`src/rtl/sprite_regs_pkg.sv`:
```
// Shared register map and score operation encoding for the sprite register bank.
package sprite_regs_pkg;
  localparam logic [6:0] LOCK       = 7'h60;
  localparam logic [6:0] SCORE      = 7'h61;
  localparam logic [6:0] SCORE_DISP = 7'h62;
  localparam logic [6:0] SCORE_ADD  = 7'h63;
  localparam logic [6:0] EXT_BASE   = 7'h70;
  localparam int SPRITE_STRIDE = 8;
  localparam int LOCK_W        = 8;

  typedef enum logic [1:0] {
    SCORE_HOLD,
    SCORE_LOAD,
    SCORE_ACCUM
  } score_op_e;
endpackage

```
`src/rtl/score_unit.sv`:
```
// Score register with saturating add, plus a displayed score that rolls
// one step toward the real score on every frame commit.
module score_unit
  import sprite_regs_pkg::*;
(
  input  logic        clk,
  input  logic        reset,
  input  score_op_e   op,
  input  logic        disp_load,
  input  logic        step,
  input  logic [15:0] wdata,
  output logic [15:0] score,
  output logic [15:0] score_disp
);

  logic [16:0] sum;

  assign sum = {1'b0, score} + {1'b0, wdata};

  // A CPU load of score_disp takes priority over the roll-up step.
  always_ff @(posedge clk) begin
    if (reset) begin
      score      <= '0;
      score_disp <= '0;
    end else begin
      case (op)
        SCORE_LOAD:  score <= wdata;
        SCORE_ACCUM: score <= sum[16] ? 16'hFFFF : sum[15:0];
        default:     ;
      endcase
      if (disp_load) begin
        score_disp <= wdata;
      end else if (step) begin
        if (score_disp < score) begin
          score_disp <= score_disp + 16'd1;
        end else if (score_disp > score) begin
          score_disp <= score_disp - 16'd1;
        end
      end
    end
  end

endmodule

```
`src/rtl/sprite_reg_bank.sv`:
```
// CPU-visible sprite register bank with a working copy and a display shadow copy
// that is refreshed atomically once per frame unless the CPU holds LOCK[0].
module sprite_reg_bank
  import sprite_regs_pkg::*;
#(
  parameter int NUM_SPRITES = 5,
  parameter int FIELDS      = 6,
  parameter int DATA_W      = 8,
  parameter int NUM_EXT     = 4
) (
  input  logic                                   clk,
  input  logic                                   reset,
  input  logic [6:0]                             addr,
  input  logic [15:0]                            wdata,
  input  logic                                   we,
  input  logic                                   re,
  output logic [15:0]                            rdata,
  output logic                                   rvalid,
  input  logic                                   vblank,
  input  logic [$clog2(NUM_SPRITES*8)-1:0]       disp_sel,
  output logic [DATA_W-1:0]                      disp_data,
  output logic [15:0]                            score_disp,
  output logic                                   commit_done,
  input  logic [NUM_EXT*16-1:0]                  ext_in
);

  logic [DATA_W-1:0] working [NUM_SPRITES][FIELDS];
  logic [DATA_W-1:0] shadow  [NUM_SPRITES][FIELDS];
  logic [LOCK_W-1:0] lock;
  logic              commit_pending;
  logic              commit;
  logic [15:0]       score;
  logic [15:0]       rd_value;
  logic [DATA_W-1:0] disp_value;
  score_op_e         score_op;

  assign commit = commit_pending & ~lock[0];

  always_comb begin
    score_op = SCORE_HOLD;
    if (we && addr == SCORE) begin
      score_op = SCORE_LOAD;
    end else if (we && addr == SCORE_ADD) begin
      score_op = SCORE_ACCUM;
    end
  end

  score_unit u_score (
    .clk        (clk),
    .reset      (reset),
    .op         (score_op),
    .disp_load  (we && addr == SCORE_DISP),
    .step       (commit),
    .wdata      (wdata),
    .score      (score),
    .score_disp (score_disp)
  );

  // The shadow captures the pre-write working value when a write lands in the commit cycle.
  always_ff @(posedge clk) begin
    if (reset) begin
      for (int s = 0; s < NUM_SPRITES; s++) begin
        for (int f = 0; f < FIELDS; f++) begin
          working[s][f] <= '0;
          shadow[s][f]  <= '0;
        end
      end
      lock           <= '0;
      commit_pending <= 1'b0;
      commit_done    <= 1'b0;
    end else begin
      for (int s = 0; s < NUM_SPRITES; s++) begin
        for (int f = 0; f < FIELDS; f++) begin
          if (commit) begin
            shadow[s][f] <= working[s][f];
          end
          if (we && int'(addr) == s * SPRITE_STRIDE + f) begin
            working[s][f] <= wdata[DATA_W-1:0];
          end
        end
      end
      if (we && addr == LOCK) begin
        lock <= wdata[LOCK_W-1:0];
      end
      commit_pending <= commit ? 1'b0 : (commit_pending | vblank);
      commit_done    <= commit;
    end
  end

  always_comb begin
    rd_value = '0;
    for (int s = 0; s < NUM_SPRITES; s++) begin
      for (int f = 0; f < FIELDS; f++) begin
        if (int'(addr) == s * SPRITE_STRIDE + f) begin
          rd_value = 16'(working[s][f]);
        end
      end
    end
    if (addr == LOCK)       rd_value = 16'(lock);
    if (addr == SCORE)      rd_value = score;
    if (addr == SCORE_DISP) rd_value = score_disp;
    for (int i = 0; i < NUM_EXT; i++) begin
      if (int'(addr) == int'(EXT_BASE) + i) begin
        rd_value = ext_in[i*16 +: 16];
      end
    end
  end

  always_comb begin
    disp_value = '0;
    for (int s = 0; s < NUM_SPRITES; s++) begin
      for (int f = 0; f < FIELDS; f++) begin
        if (int'(disp_sel) == s * SPRITE_STRIDE + f) begin
          disp_value = shadow[s][f];
        end
      end
    end
  end

  // rdata keeps its last value between reads; only rvalid marks a fresh result.
  always_ff @(posedge clk) begin
    if (reset) begin
      rdata     <= '0;
      rvalid    <= 1'b0;
      disp_data <= '0;
    end else begin
      rvalid    <= re;
      if (re) begin
        rdata <= rd_value;
      end
      disp_data <= disp_value;
    end
  end

endmodule
```
`config.mk`:
```
export PLATFORM = sky130hd
export DESIGN_NAME = sprite_reg_bank
export DESIGN_NICKNAME = d
export VERILOG_FILES = /design/src/rtl/sprite_regs_pkg.sv /design/src/rtl/score_unit.sv /design/src/rtl/sprite_reg_bank.sv
export SDC_FILE = /design/constraint.sdc
export NUM_CORES = 1
export LEC_CHECK = 0
export CELL_PAD_IN_SITES_DETAIL_PLACEMENT = 1
export CELL_PAD_IN_SITES_GLOBAL_PLACEMENT = 2
export CORE_MARGIN = 2
export CORE_UTILIZATION = 25
export CTS_CLUSTER_DIAMETER = 200
export DETAILED_ROUTE_END_ITERATION = 12
export GPL_TIMING_DRIVEN = 0
export PLACE_DENSITY_LB_ADDON = 0.1
export SLEW_MARGIN = 20
export SYNTH_ARGS = -nofsm -noshare
export SYNTH_HDL_FRONTEND = slang
export SYNTH_SLANG_ARGS = --single-unit
```
`constraint.sdc`:
```
create_clock -name clk -period 14.6 [get_ports clk]
set_clock_uncertainty 0.05 [all_clocks]
set_input_delay 4.38 -clock clk [delete_from_list [all_inputs] [get_ports clk]]
set_output_delay 4.38 -clock clk [all_outputs]
set_load 0.005 [all_outputs]
```
# ---- After elaboration in Yosys (flattened, before gate mapping)
# Memories as Yosys holds them, arrays and structs flattened.
# Index checks and enable logic that the tools add are counted.
dict set report totals {
  register_bits 67
  memories 2
  rom_bits 0
  ramBits 480
  output_inout_bits 42
  latch_bits 0
}
# memory words width rd rd_ports_with_merged_regs write_ports line_no
set mem_list {}
lappend mem_list {shadow 5 48 5 0 5 sprite_reg_bank.sv:28} ;# logic [DATA_W-1:0] shadow [NUM_SPRITES][FIELDS];
lappend mem_list {working 5 48 5 0 5 sprite_reg_bank.sv:27} ;# logic [DATA_W-1:0] working [NUM_SPRITES][FIELDS];
dict set report classes {
  muxes 230
  order_cmp 2
  n_div 0
  multipliers 0
  n_reduce_logical 41
  shift 0
  n_eq_ne 68
  bitwise 63
  addsub 3
}
# operator n
set ops {}
lappend ops {{8-bit two-way mux} 91}
lappend ops {{16-bit two-way mux} 41}
lappend ops {{6-bit == test (second input constant)} 18}
lappend ops {{1-bit two-way mux} 95}
lappend ops {{7-bit by 6-bit == test with 1-bit output (second input constant)} 12}
lappend ops {{7-bit by 5-bit == test with 1-bit output (second input constant)} 10}
lappend ops {{7-bit == test (second input constant)} 10}
lappend ops {{1-bit OR} 61}
lappend ops {{6-bit by 5-bit == test with 1-bit output (second input constant)} 6}
lappend ops {{1-bit logical AND} 34}
lappend ops {{16-bit case mux with 2 select lines} 1}
lappend ops {{16-bit by 16-bit adder with 17-bit output} 1}
lappend ops {{16-bit by 1-bit adder with 16-bit output (second input constant)} 1}
lappend ops {{16-bit greater-than comparator} 1}
lappend ops {{16-bit < comparator} 1}
lappend ops {{16-bit by 1-bit subtractor with 16-bit output (second input constant)} 1}
lappend ops {{7-bit by 3-bit == test with 1-bit output (second input constant)} 2}
lappend ops {{7-bit by 4-bit == test with 1-bit output (second input constant)} 2}
lappend ops {{6-bit by 3-bit == test with 1-bit output (second input constant)} 2}
lappend ops {{6-bit by 4-bit == test with 1-bit output (second input constant)} 2}
lappend ops {{7-bit by 2-bit == test with 1-bit output (second input constant)} 1}
lappend ops {{7-bit zero test} 1}
lappend ops {{6-bit by 2-bit == test with 1-bit output (second input constant)} 1}
lappend ops {{6-bit zero test} 1}
lappend ops {{other kinds (9)} 11}

# ---- Logic depth before layout (Yosys ltp)
# Gate-level depths: netlist of run 1.
dict set report depth {
  ltp_word 38
  depth_mapped 17
}

# ---- Cells and area by module
# Synthesis of run 1 repeated with hierarchy kept, for this count alone.
dict set report hier_totals {
  cells_unflattened 2668
  area_unflattened_um2 29060.4
}
# mod area_per_inst_um2 instances seq_area_each_um2 cells_per_inst
set by_module_without_submodules {}
lappend by_module_without_submodules {sprite_reg_bank 25703.4 1 15114.5 2233}
lappend by_module_without_submodules {score_unit 3357.0 1 640.6 435}

# ---- Worst setup path after synthesis of run 1
# Ideal clock, no wire load.
dict set report synth_path {
  kind {input to register}
  startpoint {input port reset}
  endpoint {memory shadow[0][0] (netlist name), enable pin}
  path_buffers 2
  path_slack_ns 6.252
  t_arrival_ns 7.796
  stages 3
  path_cell_list {clkbuf_1 -> clkbuf_1 -> or2_2}
}
# element line_no
set synth_lines {}
lappend synth_lines {{start: declaration} sprite_reg_bank.sv:12} ;# input logic reset,
lappend synth_lines {{end: declaration} sprite_reg_bank.sv:28}

# ---- Final worst setup path of run 1
dict set report layout_path {
  startpoint {input port wdata[1]}
  endpoint {register u_score.score[10]}
}
dict set report layout_between {
  elab_chain_cells 3
}
# element line_no
set layout_rtl {}
lappend layout_rtl {{start: declaration} sprite_reg_bank.sv:14} ;# input logic [15:0] wdata,
lappend layout_rtl {{16-bit by 16-bit adder with 17-bit output} score_unit.sv:18} ;# assign sum = {1'b0, score} + {1'b0, wdata};
lappend layout_rtl {{16-bit two-way mux} score_unit.sv:28} ;# SCORE_ACCUM: score <= sum[16] ? 16'hFFFF : sum[15:0];
lappend layout_rtl {{16-bit case mux with 2 select lines} score_unit.sv:26} ;# case (op)
lappend layout_rtl {{end signal: assignment} score_unit.sv:27} ;# SCORE_LOAD: score <= wdata;
lappend layout_rtl {{end signal: assignment} score_unit.sv:28}
lappend layout_rtl {{end: declaration} score_unit.sv:12} ;# output logic [15:0] score,
# No other way between the ends.
# A chain may end at the register's enable or synchronous reset.

==> impl_metrics.toml, run 1 <==
[synth]
synthXorXnorAreaFrac = 0.00709
syn_area_per_cell_um2 = 11.0
yosysWarningCount = 0
synth.area.mux_share = 0.0349
synth-edff-count = 480
synth_nets = 2739
ys_ff_latch = 547
yosys.area_share.simple = 0.197
netlist-cell-type-count = 96
synth_flop_cell = "edfxtp_1"
synth_top_family_by_area = "simple AND/OR/NAND/NOR gates"
netlist_area_mm2 = 0.0284
synth-compound-area-share = 0.147
synth_fa_ha_area_frac = 0.0217
async_reset_ff_frac = 0
ys_seq_area_frac = 0.554
synthCells = 2593

[layout]
post-route-util = 0.303
nNetsFinal = 2956
fin_area_mm2 = 0.0342
drive_gt1_frac = 0.0829
area_delta_synth_final_pct = 20.2
fillers = 12475

[routing]
drtPass1Iterations = 5
ant_nets = 0
routed_wl_um = 152000
drtIter0Drc = 2318
drcViolationCount = 0
vias = 24146
post_drt_via_cell_ratio = 5.53
wl_per_cell_um = 34.7

[timing]
rsz0062_at_grt = "no"
finalHoldViolCount = 0
max_slew.worst_pin.slew_ps = 1200
slew_headroom = 0.198
slew_viol_final = 0
period_needed_ps = 8950
timing.final.ws_setup_ps = 5650
finalSetupTns_ps = 0
timing.fmax_mhz = 112
period_share = 0.613
setup_viol = 0

[pwr]
p_clk_frac = 0.385
switchingPower_w = 0.00141
swShare = 0.305
pwr-share-seq = 0.415
power_per_cell_area_mw_per_mm2 = 135
cellLeakagePower_nw = 12.9
p_comb_frac = 0.200
internal_power_w = 0.00321
ir_drop_uv = 101

[floorplan]
core_mm2 = 0.113
die-height_um = 341
start_util = 0.252
num_io_pins = 140
die_area_mm2 = 0.116
die_w_um = 341
row_count = 123

[worst_setup_path]
startpoint_type = "input port"
path_max_fanout = 10
end_kind = "flip-flop"
path_class = "in -> reg"
arrival_ps = 9350
critPathRequiredTime_ps = 15000

[global_routing]
overflow = 0
grt_max_degree = 53
antenna_found_initial = 13
grt_pass1_wl_um = 206000
grt_pass1_vias = 24455
grt_usage = 0.256

[clock_network]
clk_latency_ps = 650
cts.clk_slew.worst_paths_ps = 60
cts_setup_buffers = 0
cts.path.max_buffers = 3
cts-root-buf = "clkbuf_16"
cts_num_sinks = 547
cts_hold_buf = 0
cts_inserted_buffers = 72
cts_tree = "yes"
post_cts_resized = 0
cts_max_level = 3

[place]
dp_hpwl_um = 119000
place_area_mm2 = 0.0319
globalplace.congestion = 0.970
io_buffers = 133
pre_cts_slack_ps = 5000

[job]
drv_cap = 0

[status]
status = "finished clean"

[hold_path]
hold_path.class = "reg -> reg"
-- through the flow --
step	hold WS, ps	cells	total power (W)
floorplan	380	2593	0.00246
global placement	391	4226	0.00285
detailed placement	404	4236	0.00286
CTS	413	4359	0.00465
global route	439	4359	0.00479
finish	415	4364	0.00462
-- per-layer routing --
layer	GRT usage	share of wire	vias up
met3	0.0380	0.055	265
met2	0.404	0.45	928
met5	0	0.00055	-
met1	0.347	0.45	12480
met4	0.114	0.046	12
li1	-	-	10461
-- Yosys cell counts (all sizes together), types with 9 or more instances --
cell,count,area (um2)
buf,49,253
nand2b,14,87.6
edfxtp,480,14400
o21a,9,67.6
xnor2,16,140
ha,46,576
and2,84,526
dfxtp,67,1340
a22o,11,96.3
a21o,11,82.6
clkbuf,171,643
nor3,68,345
mux2,18,203
nand2,159,597
inv,41,154
a2111oi,9,78.8
o21ai,123,616
a211oi,52,395
nand3,37,185
a221o,11,110
a22oi,32,240
nor4,15,121
mux2i,45,450
or3,12,75.1
and3,389,2430
nor2b,17,106
a21oi,125,629
a221oi,52,455
o211ai,18,135
mux4,15,338
o31ai,10,75.1
o22ai,45,282
o221ai,18,158
a31oi,12,75.1
nor2,169,642
-- layout by cell type (no fill, tap or decap), drive strengths merged, types with 46 or more instances in the layout --
cell type	netlist	routed
edfxtp	480	480
and3	389	389
clkbuf	171	253
nor2	169	169
nand2	159	159
clkdlybuf4s50	0	133
a21oi	125	125
o21ai	123	123
and2	84	84
nor3	68	68
dfxtp	67	67
buf	49	59
a221oi	52	52
a211oi	52	52
ha	46	46
inv	41	46
-- power by group through the flow --
stage / clock network [W] / logic [W] / registers [W]
floorplan: 0 / 0.000569 / 0.00189
global placement: 0 / 0.000893 / 0.00195
detailed placement: 0 / 0.000915 / 0.00195
CTS: 0.00181 / 0.000921 / 0.00192
global route: 0.00186 / 0.00100 / 0.00193
finish: 0.00178 / 0.000922 / 0.00192
-- sequential cells by signal (all words and copies together) (netlist names) --
| signal | flops |
|---|---|
| u_score.score_disp | 16 |
| working | 240 |
| commit_pending | 1 |
| disp_data | 8 |
| commit_done | 1 |
| rdata | 16 |
| rvalid | 1 |
| u_score.score | 16 |
| shadow | 240 |
| lock | 8 |
-- path summary, 6_finish.rpt --
check                                       start                endpoint  slack, ps  cells past startpoint
worst max-delay path                     wdata[1]       u_score.score[10]       5650                     13
worst min-delay path                      lock[1]                 lock[1]        420                      2
worst max register to register  u_score.score[10]  u_score.score_disp[15]       9430                     17
worst min register to register            lock[1]                 lock[1]        420                      2
-- layout make-up --
type / count / area, um2 / share of cell area
multi-input combinational: 1782 / 11700 / 0.342
timing repair buffer: 143 / 1480 / 0.0434
sequential: 547 / 15800 / 0.461
tap: 1500 / 1880 / 0.0549
clock inverter: 41 / 418 / 0.0122
antenna: 5 / 12.5 / 0.000366
clock buffer: 82 / 1860 / 0.0545
inverter: 44 / 165 / 0.00483
buffer: 220 / 907 / 0.0266
-- critical path, cell delays in order --
cell and delay (ps):
clkdlybuf4s50_1 960, inv_2 550, buf_1 780, fa_1 390
nor2b_1 80, o31a_1 300, o211ai_1 280, nand2_1 130
a31o_2 290, a21o_1 210, a211oi_2 470, buf_2 370
a221oi_1 120
-- logic make-up (layout without fill, tap and decap cells) --
logic type	count (synthesis)	after routing
AND/OR/NAND/NOR	1019	1019
AO/OA/AOI/OAI	614	614
flip-flops	547	547
buffers and inverters	264	530
multiplexers	78	78
adder cells (fa/ha/maj)	48	48
XOR/XNOR	23	23
other	0	5
No activity file was read; power rests on OpenSTA's default activity.
==> inputs of run 2 (changes only) <==
- clock period: 14.6 -> 8.15 ns (I/O delays scaled with it)
==> results of run 2 <==
The final DEF is identical to that of run 1. Status: finished clean.
Among the figures that moved: setup slack after placement 5000 ps -> 481 ps; setup slack after layout 5650 ps -> 1130 ps; register-to-register setup slack 9430 ps -> 2980 ps; total power 0.00462 W -> 0.00827 W; worst IR drop on VDD 101 uV -> 181 uV
